`config.mk`:
```
export PLATFORM = sky130hd
export DESIGN_NAME = io_input_ctrl
export DESIGN_NICKNAME = d
export VERILOG_FILES = /design/src/rtl/io_input_ctrl.sv
export SDC_FILE = /design/constraint.sdc
export NUM_CORES = 1
export LEC_CHECK = 0
export ABC_CLOCK_PERIOD_IN_PS = 5200
export CORE_UTILIZATION = 35
export CTS_BUF_LIST = sky130_fd_sc_hd__clkbuf_8
export DETAILED_ROUTE_END_ITERATION = 8
export PLACE_DENSITY_LB_ADDON = 0.25
export SLEW_MARGIN = 25
export SYNTH_ARGS = -nofsm -noshare
export SYNTH_HDL_FRONTEND = slang
export SYNTH_SLANG_ARGS = --single-unit
```
`constraint.sdc`:
```
create_clock -name CLK -period 5.2 [get_ports CLK]
set_clock_uncertainty 0.2 [all_clocks]
set_input_delay 0.52 -clock CLK [delete_from_list [all_inputs] [get_ports CLK]]
set_output_delay 0.52 -clock CLK [all_outputs]
set_load 0.05 [all_outputs]
```
`src/rtl/io_input_ctrl.sv`:
```
// io_input_ctrl: synchronize, debounce and snapshot the nine connector inputs.
// Ports: CLK, RST_N (async, active low); IO_IN[8:0] raw pins;
//   SNAP_REQ/SNAP_ACK/SNAP_DATA four-phase snapshot read;
//   CHG_IRQ sticky change flag, cleared by IRQ_CLR edge;
//   IO678_OUT = debounced IO6 & IO7 & IO8.
module io_input_ctrl #(
  parameter int PRESCALE   = 100,
  parameter int DEB_CYCLES = 16
) (
  input  logic       CLK,
  input  logic       RST_N,
  input  logic [8:0] IO_IN,
  input  logic       SNAP_REQ,
  output logic       SNAP_ACK,
  output logic [8:0] SNAP_DATA,
  output logic       CHG_IRQ,
  input  logic       IRQ_CLR,
  output logic       IO678_OUT
);

  localparam int PW = (PRESCALE > 1) ? $clog2(PRESCALE) : 1;
  localparam int CW = $clog2(DEB_CYCLES + 1);
  localparam logic [PW-1:0] PMAX = PW'(PRESCALE - 1);
  localparam logic [CW-1:0] CMAX = CW'(DEB_CYCLES - 1);

  typedef enum logic [1:0] {
    IDLE  = 2'd0,
    LATCH = 2'd1,
    ACK   = 2'd2
  } state_e;

  logic [8:0]    io_s1_q, io_s2_q;
  logic          req_s1_q, req_s2_q;
  logic          clr_s1_q, clr_s2_q;
  logic [1:0]    vld_q;
  logic          req_prev_q, req_prev_d;
  logic          clr_prev_q, clr_prev_d;
  logic [PW-1:0] pre_q, pre_d;
  logic          tick;
  logic [8:0]    stable_q, stable_d;
  logic [CW-1:0] cnt_q [9];
  logic [CW-1:0] cnt_d [9];
  logic          chg;
  logic          req_rise, clr_rise;
  logic          irq_q, irq_d;
  state_e        state_q, state_d;
  logic          ack_q, ack_d;
  logic [8:0]    data_q, data_d;

  // Synchronizers.
  always_ff @(posedge CLK or negedge RST_N) begin
    if (!RST_N) begin
      io_s1_q  <= '0;
      io_s2_q  <= '0;
      req_s1_q <= 1'b0;
      req_s2_q <= 1'b0;
      clr_s1_q <= 1'b0;
      clr_s2_q <= 1'b0;
      vld_q    <= '0;
    end else begin
      io_s1_q  <= IO_IN;
      io_s2_q  <= io_s1_q;
      req_s1_q <= SNAP_REQ;
      req_s2_q <= req_s1_q;
      clr_s1_q <= IRQ_CLR;
      clr_s2_q <= clr_s1_q;
      vld_q    <= {vld_q[0], 1'b1};
    end
  end

  // The sync flops restart at 0, so a level held across reset would
  // look like a fresh edge once it propagates. Keep the edge history
  // pinned high until the synchronizers carry real pin values.
  assign req_prev_d = vld_q[1] ? req_s2_q : 1'b1;
  assign clr_prev_d = vld_q[1] ? clr_s2_q : 1'b1;
  assign req_rise   = req_s2_q & ~req_prev_q;
  assign clr_rise   = clr_s2_q & ~clr_prev_q;

  // Sample-tick prescaler.
  assign tick  = (pre_q == PMAX);
  assign pre_d = tick ? '0 : pre_q + 1'b1;

  // Debounce: accept a new level after DEB_CYCLES differing samples.
  always_comb begin
    stable_d = stable_q;
    for (int i = 0; i < 9; i++) begin
      cnt_d[i] = cnt_q[i];
    end
    if (tick) begin
      for (int i = 0; i < 9; i++) begin
        if (io_s2_q[i] == stable_q[i]) begin
          cnt_d[i] = '0;
        end else if (cnt_q[i] == CMAX) begin
          stable_d[i] = io_s2_q[i];
          cnt_d[i]    = '0;
        end else begin
          cnt_d[i] = cnt_q[i] + 1'b1;
        end
      end
    end
  end

  assign chg   = |(stable_d ^ stable_q);
  // A set in the same cycle as a clear wins.
  assign irq_d = chg | (irq_q & ~clr_rise);

  // Snapshot handshake.
  always_comb begin
    state_d = state_q;
    ack_d   = ack_q;
    data_d  = data_q;
    unique case (state_q)
      IDLE: begin
        if (req_rise) state_d = LATCH;
      end
      LATCH: begin
        data_d  = stable_q;
        ack_d   = 1'b1;
        state_d = ACK;
      end
      ACK: begin
        if (!req_s2_q) begin
          ack_d   = 1'b0;
          state_d = IDLE;
        end
      end
      default: begin
        ack_d   = 1'b0;
        state_d = IDLE;
      end
    endcase
  end

  always_ff @(posedge CLK or negedge RST_N) begin
    if (!RST_N) begin
      req_prev_q <= 1'b1;
      clr_prev_q <= 1'b1;
      pre_q      <= '0;
      stable_q   <= '0;
      for (int i = 0; i < 9; i++) begin
        cnt_q[i] <= '0;
      end
      irq_q      <= 1'b0;
      state_q    <= IDLE;
      ack_q      <= 1'b0;
      data_q     <= '0;
    end else begin
      req_prev_q <= req_prev_d;
      clr_prev_q <= clr_prev_d;
      pre_q      <= pre_d;
      stable_q   <= stable_d;
      for (int i = 0; i < 9; i++) begin
        cnt_q[i] <= cnt_d[i];
      end
      irq_q      <= irq_d;
      state_q    <= state_d;
      ack_q      <= ack_d;
      data_q     <= data_d;
    end
  end

  assign SNAP_ACK  = ack_q;
  assign SNAP_DATA = data_q;
  assign CHG_IRQ   = irq_q;
  assign IO678_OUT = &stable_q[8:6];

endmodule

```
# After elaboration in Yosys (flattened, before gate mapping)
# Index checks and enable logic that the tools add are counted.
# word_totals
output_inout_bits	12
reg_bits	100
# op_classes
bitwise_logic	9
eq_ne	23
muxes	45
n_addsub	10
reduce_logical	5
# op_table
op	n
$mux W5	18
$add A5 B1 Y5 const B	9
$eq A5 B4 Y1 const B	9
$mux W1	21
$eq A1 B1 Y1	9
$mux W9	1
$reduce_or A9 Y1	1
$xor A9 B9 Y9	1
$add A7 B1 Y7 const B	1
$eq A7 B7 Y1 const B	1
$mux W7	1
$pmux W2 S3	1
$mux W2	2
$ne A2 B2 Y1 const B	2
$not A1 Y1	4
$reduce_and A2 Y1	2
$and A1 B1 Y1	3
$pmux W1 S3	1
$reduce_and A3 Y1	1
$eq A2 B1 Y1 const B	1
$eq A2 B2 Y1 const B	1
$logic_not A2 Y1	1
$or A1 B1 Y1	1

# Depth between registers and ports, before layout
# Gate-level depths: netlist of the first run.
# depth
word_depth	7
mapped_depth	6

# Worst setup path before layout of the first run
# Ideal clock, no wire load.
# synth_path
path_kind	register -> register
startpoint	register pre_q[4]
endpoint	register stable_q[3]
t_arrival_ps	1429
stages_incl_launch_ff	6
required_ps	4875
path_slack_ps	3447
path_cell_list	dfrtp_1 -> nor3_4 -> nand4_4 -> buf_2 -> nor2_1 -> mux2_2
# synth_via
elab_chain_len	2
# synth_lines
item	line_no	source
start, declared	38	logic [PW-1:0] pre_q, pre_d;
start signal, assigned	150	pre_q <= pre_d;
$eq A7 B7 Y1	80	assign tick = (pre_q == PMAX);
$mux W9	89	if (tick) begin
named net stable_d[3]	40	logic [8:0] stable_q, stable_d;
end signal, assigned	151	stable_q <= stable_d;
end, declared	40	
# The timed path passes the listed nets, and every way through them passes these cells.
# A chain may end at the register's enable or synchronous reset.

# Worst setup path after layout of the first run
# layout_path
startpoint	register pre_q[0]
endpoint	register cnt_q[28] (netlist bit)
# layout_via
elab_chain_len	1
# layout_lines
item	line_no	source
$eq A7 B7 Y1	80	
end signal, assigned by index	153	cnt_q[i] <= cnt_d[i];
end, declared	41	logic [CW-1:0] cnt_q [9];
# Every way passes these cells.

==> summary.md, run 1 <==
| Metric | Value |
|---|---|
| Commonest non-fill, non-tap cells in the layout | `dfrtp_1, o21ai_0, nand3_1, nand2_1, nor2_1` |
| Largest net degree at the start of global routing | `64` |
| Met1 Usage GRT | `16.02%` |
| VDD IR-drop max | `between 0.0002 and 0.00025 V` |
| Syn Inst Count | `~350` |
| Synth Net Count | `~380` |
| Fmax | `0.3960 GHz` |
| Global route overflow | `0` |
| Grt met3 use | `approximately 3.6%` |
| Fin nets | `405` |
| Register bit total from synthesis | `100` |
| Fin util | `41.81%` |
| Iter 0 DRT Violations | `85` |
| Commonest non-fill, non-tap cell in the layout | `dfrtp_1` |
| Reg2reg setup slack | `roughly 2.7 ns` |
| First-pass GRT wire length | `12,800 µm` |
| Hold depth | `0` |
| CP max FO | `63` |
| Post-synth EDFFs | `0` |
| CTS tree | `done` |
| Number of max-cap violations | `0` |
| Relative slew slack | `between 40% and 50%` |
| # fillers | `1,090` |
| Layout Cells excl Fill | `530` |
| Required time worst endpoint | `5.29 ns` |
| Worst slew pin tran | `0.8428 ns` |
| CP max-delay cell | `or4_1` |
| Critical path arrival | `around 2.6 ns` |
| Clock transition at the registers of the reported paths | `0.10 ns` |
| Setup TNS | `0 ns` |
| Outcome | `finished clean` |
| Gpl congestion | `roughly 0.73` |
| CTS Buf Count | `9` |
| Top Usage Layer GRT | `met2` |
| WL/cell | `approximately 14 µm` |
| Critical path buffers and inverters | `0` |
| Vias in the first global route | `2,780` |
| Min-delay src | `io_s1_q[2]` |
| Share of cells above drive strength 1 | `10.34%` |
| Final setup viols | `0` |
| Crit-path leading delay family | `simple AND/OR/NAND/NOR gates` |
| GRT Util Overall | `a little over an eighth` |
| Post-synth ARST share | `100.0%` |
| HP Class | `register to register` |
| DR DRC count | `0` |
| Die area | `roughly 12,000 µm²` |
| Critical path class | `register to register` |
| Register area share after synthesis | `around 60%` |
| Starting Density | `36.27%` |
| Die height | `about 110 µm` |
| RR Endpoint | `cnt_q[28]` |
| Clk root buf | `clkbuf_8` |
| Synthesized area | `between 4000 and 5000 µm²` |
| Post-cts resize count | `0` |
| Final slew viol count | `0` |
| HPWL Detailed | `4615 µm` |
| Via Count | `2,769` |
| Worst-skew pair later-pin latency | `between 0.3 and 0.4 ns` |
| Final hold violation count | `0` |
| Die X | `111.2 µm` |
| RSZ-0062 raised after global routing | `no` |
| Synth unique cells | `38` |
| IO Port Bufs | `24` |
| Routing usage on met2 | `21.88%` |
| Cell Pwr Density | `299.2 nW/µm²` |
| Worst path cell trace | `ha_1, nand4_4, or4_1, o21ai_0` |
| Leak | `2.183 nW` |
| 1st-pass router iterations | `4` |
| Hold EP | `io_s2_q[2]` |
| Detail Route Antenna Nets | `0` |
| Crit start category | `register` |
| Min Tclk post-route | `~2.5 ns` |
| Syn Area/Cell | `~12 µm²` |
| H-tree depth | `3` |
| Crit end category | `register` |
| Ports | `25` |
| Antenna cells | `0` |
| Placed cell count | `513` |
| Total power | `1.440 mW` |
| CTS sink cnt | `100` |
| Floorplan core area | `roughly 12,000 µm²` |
| R2r startpoint | `pre_q[0]` |
| Syn-to-layout area delta | `15.28%` |
| R2R depth | `4` |
| WL final | `7228 µm` |
| CTS Buffer Depth | `2` |
| Synth Warn # | `0` |
| Vias per cell | `5.225` |
| Std-Cell Rows | `39` |
| Tcrit/Tclk final | `48.56%` |
| Top_reg_cell synth | `dfrtp_1` |
| CP max stage delay | `0.74 ns` |
| Initial antenna violation count | `0` |
-- layout make-up --
class                      count  area, µm²  area share (%)
sequential                   100       2505           52.03
multi-input combinational    236       1595           33.13
timing repair buffer          27      262.8           5.457
tap                          143      178.9           3.716
clock buffer                  10      137.6           2.859
clock inverter                 6      105.1           2.183
inverter                       8      30.03          0.6237
-- synth_stat cells, types with 2 or more instances --
master / n / share of area (%)
or4_1: 2 / 0.36
a21oi_1: 2 / 0.24
a22o_1: 3 / 0.63
nand2b_1: 3 / 0.45
nor2_1: 24 / 2.2
mux2_2: 19 / 5.1
o21a_1: 9 / 1.6
dfstp_2: 2 / 1.3
ha_1: 10 / 3.0
buf_2: 7 / 0.84
and3_1: 6 / 0.90
o41ai_1: 4 / 0.84
o21ai_0: 33 / 4.0
xor2_1: 11 / 2.3
a21o_1: 3 / 0.54
inv_1: 8 / 0.72
o22ai_1: 4 / 0.60
nand3_1: 25 / 3.0
nand2_1: 25 / 2.2
xnor2_1: 12 / 2.5
nor3_1: 3 / 0.36
dfrtp_1: 98 / 59
a31oi_1: 13 / 1.9
nand4b_1: 13 / 2.7
-- through the flow --
step	area, µm²	setup WS, ns	hold WS [ns]
CTS	4815	2.660	0.1479
detailed placement	4562	2.668	0.1347
floorplan	4177	3.447	0.02441
finish	4815	2.675	0.1455
global route	4815	2.464	0.1631
global placement	4562	2.728	0.1321
-- worst max path at each step --
| stage | depth (start not counted) | startpoint | to |
|---|---|---|---|
| after floorplan | 5 | pre_q[4] | stable_q[3] |
| after global placement | 4 | pre_q[0] | cnt_q[33] |
| after detailed placement | 4 | pre_q[0] | cnt_q[28] |
| after CTS | 2 | stable_q[7] | IO678_OUT |
| after global routing | 4 | pre_q[0] | cnt_q[28] |
| final | 4 | pre_q[0] | cnt_q[28] |
-- state kept, by name, summed over array words and instances (netlist names), 2 cells and up --
signal,flops
cnt_q,45
SNAP_DATA,9
io_s1_q,9
io_s2_q,9
stable_q,9
pre_q,7
state_q,2
vld_q,2
-- kinds of logic after synthesis --
group / Yosys count / synth area share, %
muxes: 19 / 5.123
adders and majority gates: 10 / 2.996
AOI/OAI and AO/OA: 73 / 10.75
DFF: 100 / 59.98
other: 1 / 0.08979
xor gates and xnor gates: 23 / 4.823
and+or+nand+nor: 110 / 14.41
buffers and inverters: 17 / 1.827
-- per-layer routing --
metal	vias up	wire (µm)	part of all wire [%]
li1	1330	-	-
met1	1381	3420	47
met2	48	3459	48
met3	10	252	3.5
met4	0	95	1.3
met5	-	0	0
-- report_power, final --
part / switching, mW / internal, mW / total (mW)
registers: 0.00713 / 0.791 / 0.798
logic: 0.0377 / 0.0212 / 0.0589
clock network: 0.254 / 0.329 / 0.583
-- what timing repair did --
item | in CTS | in global routing
endpoints found under the hold margin | 43 | 0
setup endpoints to repair | 0 | 0
hold buffers | 1 | 0
setup buffers | 0 | 0
Note: power is estimated with default switching activity, not from simulation.
==> run 2, diff against run 1 <==
- ABC_CLOCK_PERIOD_IN_PS: 5200 -> 2420
- clock period: 5.2 -> 2.42 ns (I/O delays scaled with it)
==> summary.md, run 2 (synthesis results as in run 1) <==
| Metric | Value |
|---|---|
| Fin util | `a little over two fifths` |
| H-tree depth | `3` |
| Post-Place Cell Area | `4627 µm²` |
| Top reg by flops | `cnt_q` |
| Outcome | `finished clean` |
| R2r startpoint | `pre_q[0]` |
| Final hold violation count | `0` |
| Relative slew slack | `52.74%` |
| Final setup viols | `0` |
| Std-Cell Rows | `39` |
| Cell Pwr Density | `601.6 nW/µm²` |
| HPWL Detailed | `5030 µm` |
| R2R depth | `5` |
| Clock transition at the registers of the reported paths | `0.09 ns` |
| Die height | `about 110 µm` |
| Setup TNS | `0 ns` |
| Worst Hold Slack | `between 0.06 and 0.07 ns` |
| Min Tclk post-route | `roughly 2.3 ns` |
| Fin nets | `412` |
| Commonest non-fill, non-tap cells in the layout | `dfrtp_1, o21ai_0, nand3_1, nand2_1, nor2_1` |
| IO Port Bufs | `24` |
| Syn-to-layout area delta | `15.88%` |
| Crit end category | `output pin` |
| 1st-pass router iterations | `4` |
| Final slew viol count | `0` |
| First-pass GRT wire length | `12,840 µm` |
| Worst-skew pair later-pin latency | `0.36 ns` |
| CTS Buf Count | `9` |
| Critical path class | `register to output pin` |
| CTS tree | `done` |
| Worst setup startpoint | `stable_q[6]` |
| RSZ-0062 raised after global routing | `no` |
| DR DRC count | `0` |
| Commonest non-fill, non-tap cell in the layout | `dfrtp_1` |
| Crit start category | `register` |
| Clk root buf | `clkbuf_8` |
| Post-cts resize count | `0` |
| Worst slew pin tran | `0.7072 ns` |
| Global route overflow | `0` |
| CTS sink cnt | `100` |
| Gpl congestion | `0.7299` |
| Iter 0 DRT Violations | `108` |
| CTS Buffer Depth | `2` |
| Starting Density | `between 30% and 40%` |
| Vias per cell | `between 5 and 6` |
| Number of max-cap violations | `0` |
| Floorplan core area | `11,520 µm²` |
| CP max FO | `5` |
| Vias in the first global route | `around 2,700` |
| Share of cells above drive strength 1 | `between 10% and 20%` |
| HP Class | `input pin to asynchronous set/reset pin` |
| Die area | `12,370 µm²` |
| Via Count | `2,743` |
| Number of flip-flops in the largest register | `45` |
| GRT Util Overall | `13.32%` |
| Critical path arrival | `1.81 ns` |
| Die X | `between 100 and 150 µm` |
| Leak | `2.205 nW` |
| WL/cell | `13.84 µm` |
| Placed cell count | `between 500 and 600` |
| WL final | `7416 µm` |
| Initial antenna violation count | `0` |
| Antenna cells | `0` |
| Ports | `25` |
| VDD IR-drop max | `0.0003726 V` |
| Tcrit/Tclk final | `93.03%` |
| Fmax | `around 0.44 GHz` |
| Required time worst endpoint | `1.98 ns` |
| Detail Route Antenna Nets | `0` |
| Largest net degree at the start of global routing | `64` |
| Final non-filler cell area | `4840 µm²` |
| Layout Cells excl Fill | `~540` |
## run 2: worst paths after layout
check	slack, ns	end
max	0.17	IO678_OUT
min	0.07	SNAP_DATA[4]
max reg2reg	0.23	stable_q[4]
min reg2reg	0.15	vld_q[1]
max in group asynchronous	1.34	clr_prev_q
min in group CLK	0.11	io_s1_q[0]
## run 2: per-stage QoR
step | worst slack, ns | power, mW
after floorplan | 0.6668 | 1.801
after global placement | 0.2825 | 1.882
after detailed placement | 0.2229 | 1.884
after CTS | 0.1361 | 2.974
after global routing | 0.06393 | 3.050
final | 0.1686 | 2.911
## run 2: per-layer routing
metal  global-route usage [%]  share of wire, %  vias up
li1                         -                 -     1334
met1                    16.30                46     1359
met2                    21.88                49       39
met3                    4.647               3.5       11
met4                    4.505               1.7        0
met5                        0                 0        -
## run 2: power by group
part           total (mW)  internal, mW  leakage, nW  switching (mW)
registers            1.72          1.70         1.32          0.0164
logic               0.132        0.0500        0.777          0.0815
clock network        1.06         0.550        0.111           0.514
total                2.91          2.30         2.21           0.612
## run 2: what timing repair did
action / 4_1_cts / 5_1_grt
hold buffers: 1 / 0
buffers inserted: 0 / 0
hold endpoints to repair: 99 / 0
## run 2: layout make-up
class                           count  area, µm²
Clock buffer                       12      165.2
Clock inverter                      3      37.54
Fill cell                        1113       6676
Inverter                            8      30.03
Multi-Input combinational cell    236       1595
Sequential cell                   100       2505
Tap cell                          143      178.9
Timing Repair Buffer               34      327.8
## run 2: critical path, stage by stage, from the launching register on
cell,delay (ns)
dfrtp_1,0.46
and3_1,0.19
clkdlybuf4s50_1,0.80
==> patch (config.mk and constraints of run 1) <==
Take the reset off `data_q` and load it in a clocked block of its own.
--- a/src/rtl/io_input_ctrl.sv
+++ b/src/rtl/io_input_ctrl.sv
@@ -145,3 +145,2 @@
       ack_q      <= 1'b0;
-      data_q     <= '0;
     end else begin
@@ -157,4 +156,7 @@
       ack_q      <= ack_d;
-      data_q     <= data_d;
     end
+  end
+
+  always_ff @(posedge CLK) begin
+    data_q <= data_d;
   end
Check against the original RTL: no difference found for any inputs over 10 cycles, from zero or initial values and one cycle with RST_N low; that may be too few to reach the edited logic, so the function may still have changed.
==> patch against run 1 <==
- via count decreased by 5.5%
- sequential cell count unchanged
- total power decreased by 6.6%
- design area decreased by 2.2%
- wire length decreased by 0.50%
- synthesized area decreased by 1.1%
- die area decreased by 1.1%
- setup slack got worse by 0.046 ns
- critical path depth unchanged
- first-iteration DRC count increased by 24%
==> patch: results (changes against run 1) <==
Parameter                              Value

Outcome
  Status    finished clean

GRT
  Global-route met2 utilization    0.2058 (-0.01295)
  Wire length of the first global-routing pass    12740 um (-0.48%)
  Global-route usage over all layers    0.1307 (-0.0002854)
  Largest net degree at the start of global routing    63 (-1.6%)
  Routing usage on met1    0.1707 (+0.01050)
  Number of global-route vias before repair    2703 (-2.8%)
  Fraction of met3 tracks used by global routing    0.02525 (-0.01029)

Timing
  Max_slew headroom    0.4207 (-0.01639)

Worst setup path
  Maximum fanout along the worst path    62 (-1.6%)
  Critical path data arrival time    2.66 ns (+0.05 ns)

Min path
  Startpoint of the worst hold path    io_s1_q[3]

Cells and area
  Number of fillers in the final layout    1086 (-0.37%)
  Fraction of layout instances using a drive strength above 1    0.08377 (-0.01959)
  Number of nets at the end of the flow    400 (-1.2%)

Logic synthesis
  Largest cells by area after synthesis    dfrtp_1, edfxtp_1, nand3_1
  Post-Syn Nets    371 (-1.3%)
  Fraction of registers with async set/reset    0.9100 (-0.09000)
  Share of synthesized area occupied by flip-flops and latches    0.6174 (+0.01763)
  Cell variety after synth    42 (+11%)
  Fraction of the mapped netlist area in adder cells    0.03029 (+0.0003358)
  Xor and xnor area share after synthesis    0.04877 (+0.0005406)
  Share of the synthesized area in compound gates (AO/OA/AOI/OAI)    0.1100 (+0.002417)
  Synthesis warning total    0 (unchanged)
  Fraction of synthesized area in multiplexers    0.02454 (-0.02669)
  Most numerous cell types in the synthesized netlist    dfrtp_1, nand3_1, o21ai_0, nand2_1, nor2_1
  Number of enable-type register cells in the synthesized netlist    9 (+9)

Pwr
  Peak supply drop    0.0001101 V (-48%)
  Leakage power    2.057 nW (-5.8%)

Placed design
  Placer's final routability congestion estimate    0.6910 (-5.8%)
  HPWL reported at the end of detailed placement    4521 um (-2.1%)

Routing
  Sum of routed wire length over all layers    7192 um (-0.50%)
  Detailed Route Iter0 Violations    105 (+24%)
  Routed vias    2617 (-5.5%)
## patch: repair_timing
| action | CTS | global route |
|---|---|---|
| hold buffers | 1 | 0 |
| endpoints found under the hold margin | 27 | 0 |
| endpoints found under the setup margin | 0 | 0 |
## patch: cell type report
type	count	area (um2)	area share
Clock buffer	9	123.9	0.02631
Multi-Input combinational cell	232	1506	0.3200
Sequential cell	100	2550	0.5416
Tap cell	143	178.9	0.03800
Inverter	7	26.28	0.005581
Timing Repair Buffer	27	262.8	0.05581
Clock inverter	7	60.06	0.01276
## patch: per-layer routing
| layer | vias to the layer above | part of all wire | wire [um] |
|---|---|---|---|
| met3 | 12 | 0.022 | 161 |
| met2 | 33 | 0.46 | 3311 |
| met4 | 0 | 0.023 | 166 |
| li1 | 1303 | - | - |
| met5 | - | 0 | 0 |
| met1 | 1269 | 0.49 | 3553 |
## patch: per-stage QoR
step	std cells	cell area, um2	worst slack [ns]
finish	525	4708	2.629
global route	525	4708	2.423
CTS	525	4707	2.654
detailed placement	508	4513	2.647
global placement	508	4513	2.722
floorplan	348	4130	3.447
## patch: worst paths after layout
check                              endpoint  slack [ns]  depth (start not counted)
worst max-delay path              cnt_q[18]        2.63                          4
worst min-delay path             io_s2_q[3]        0.15                          0
worst max register to register    cnt_q[18]        2.63                          4
worst min register to register   io_s2_q[3]        0.15                          0
max in group asynchronous         cnt_q[35]        3.28                          3
min in group asynchronous       stable_q[2]        0.41                          2
## patch: worst max-delay path, cell delays in order, from the launching register on
cell	delay, ns
dfrtp_1	0.40
ha_1	0.32
nand4_4	0.69
or4_1	0.75
o21ai_0	0.10
## patch: power by group
group	switching [mW]	total, mW	internal, mW
Clock	0.258	0.475	0.217
Sequential	0.00770	0.809	0.801
Combinational	0.0394	0.0617	0.0223
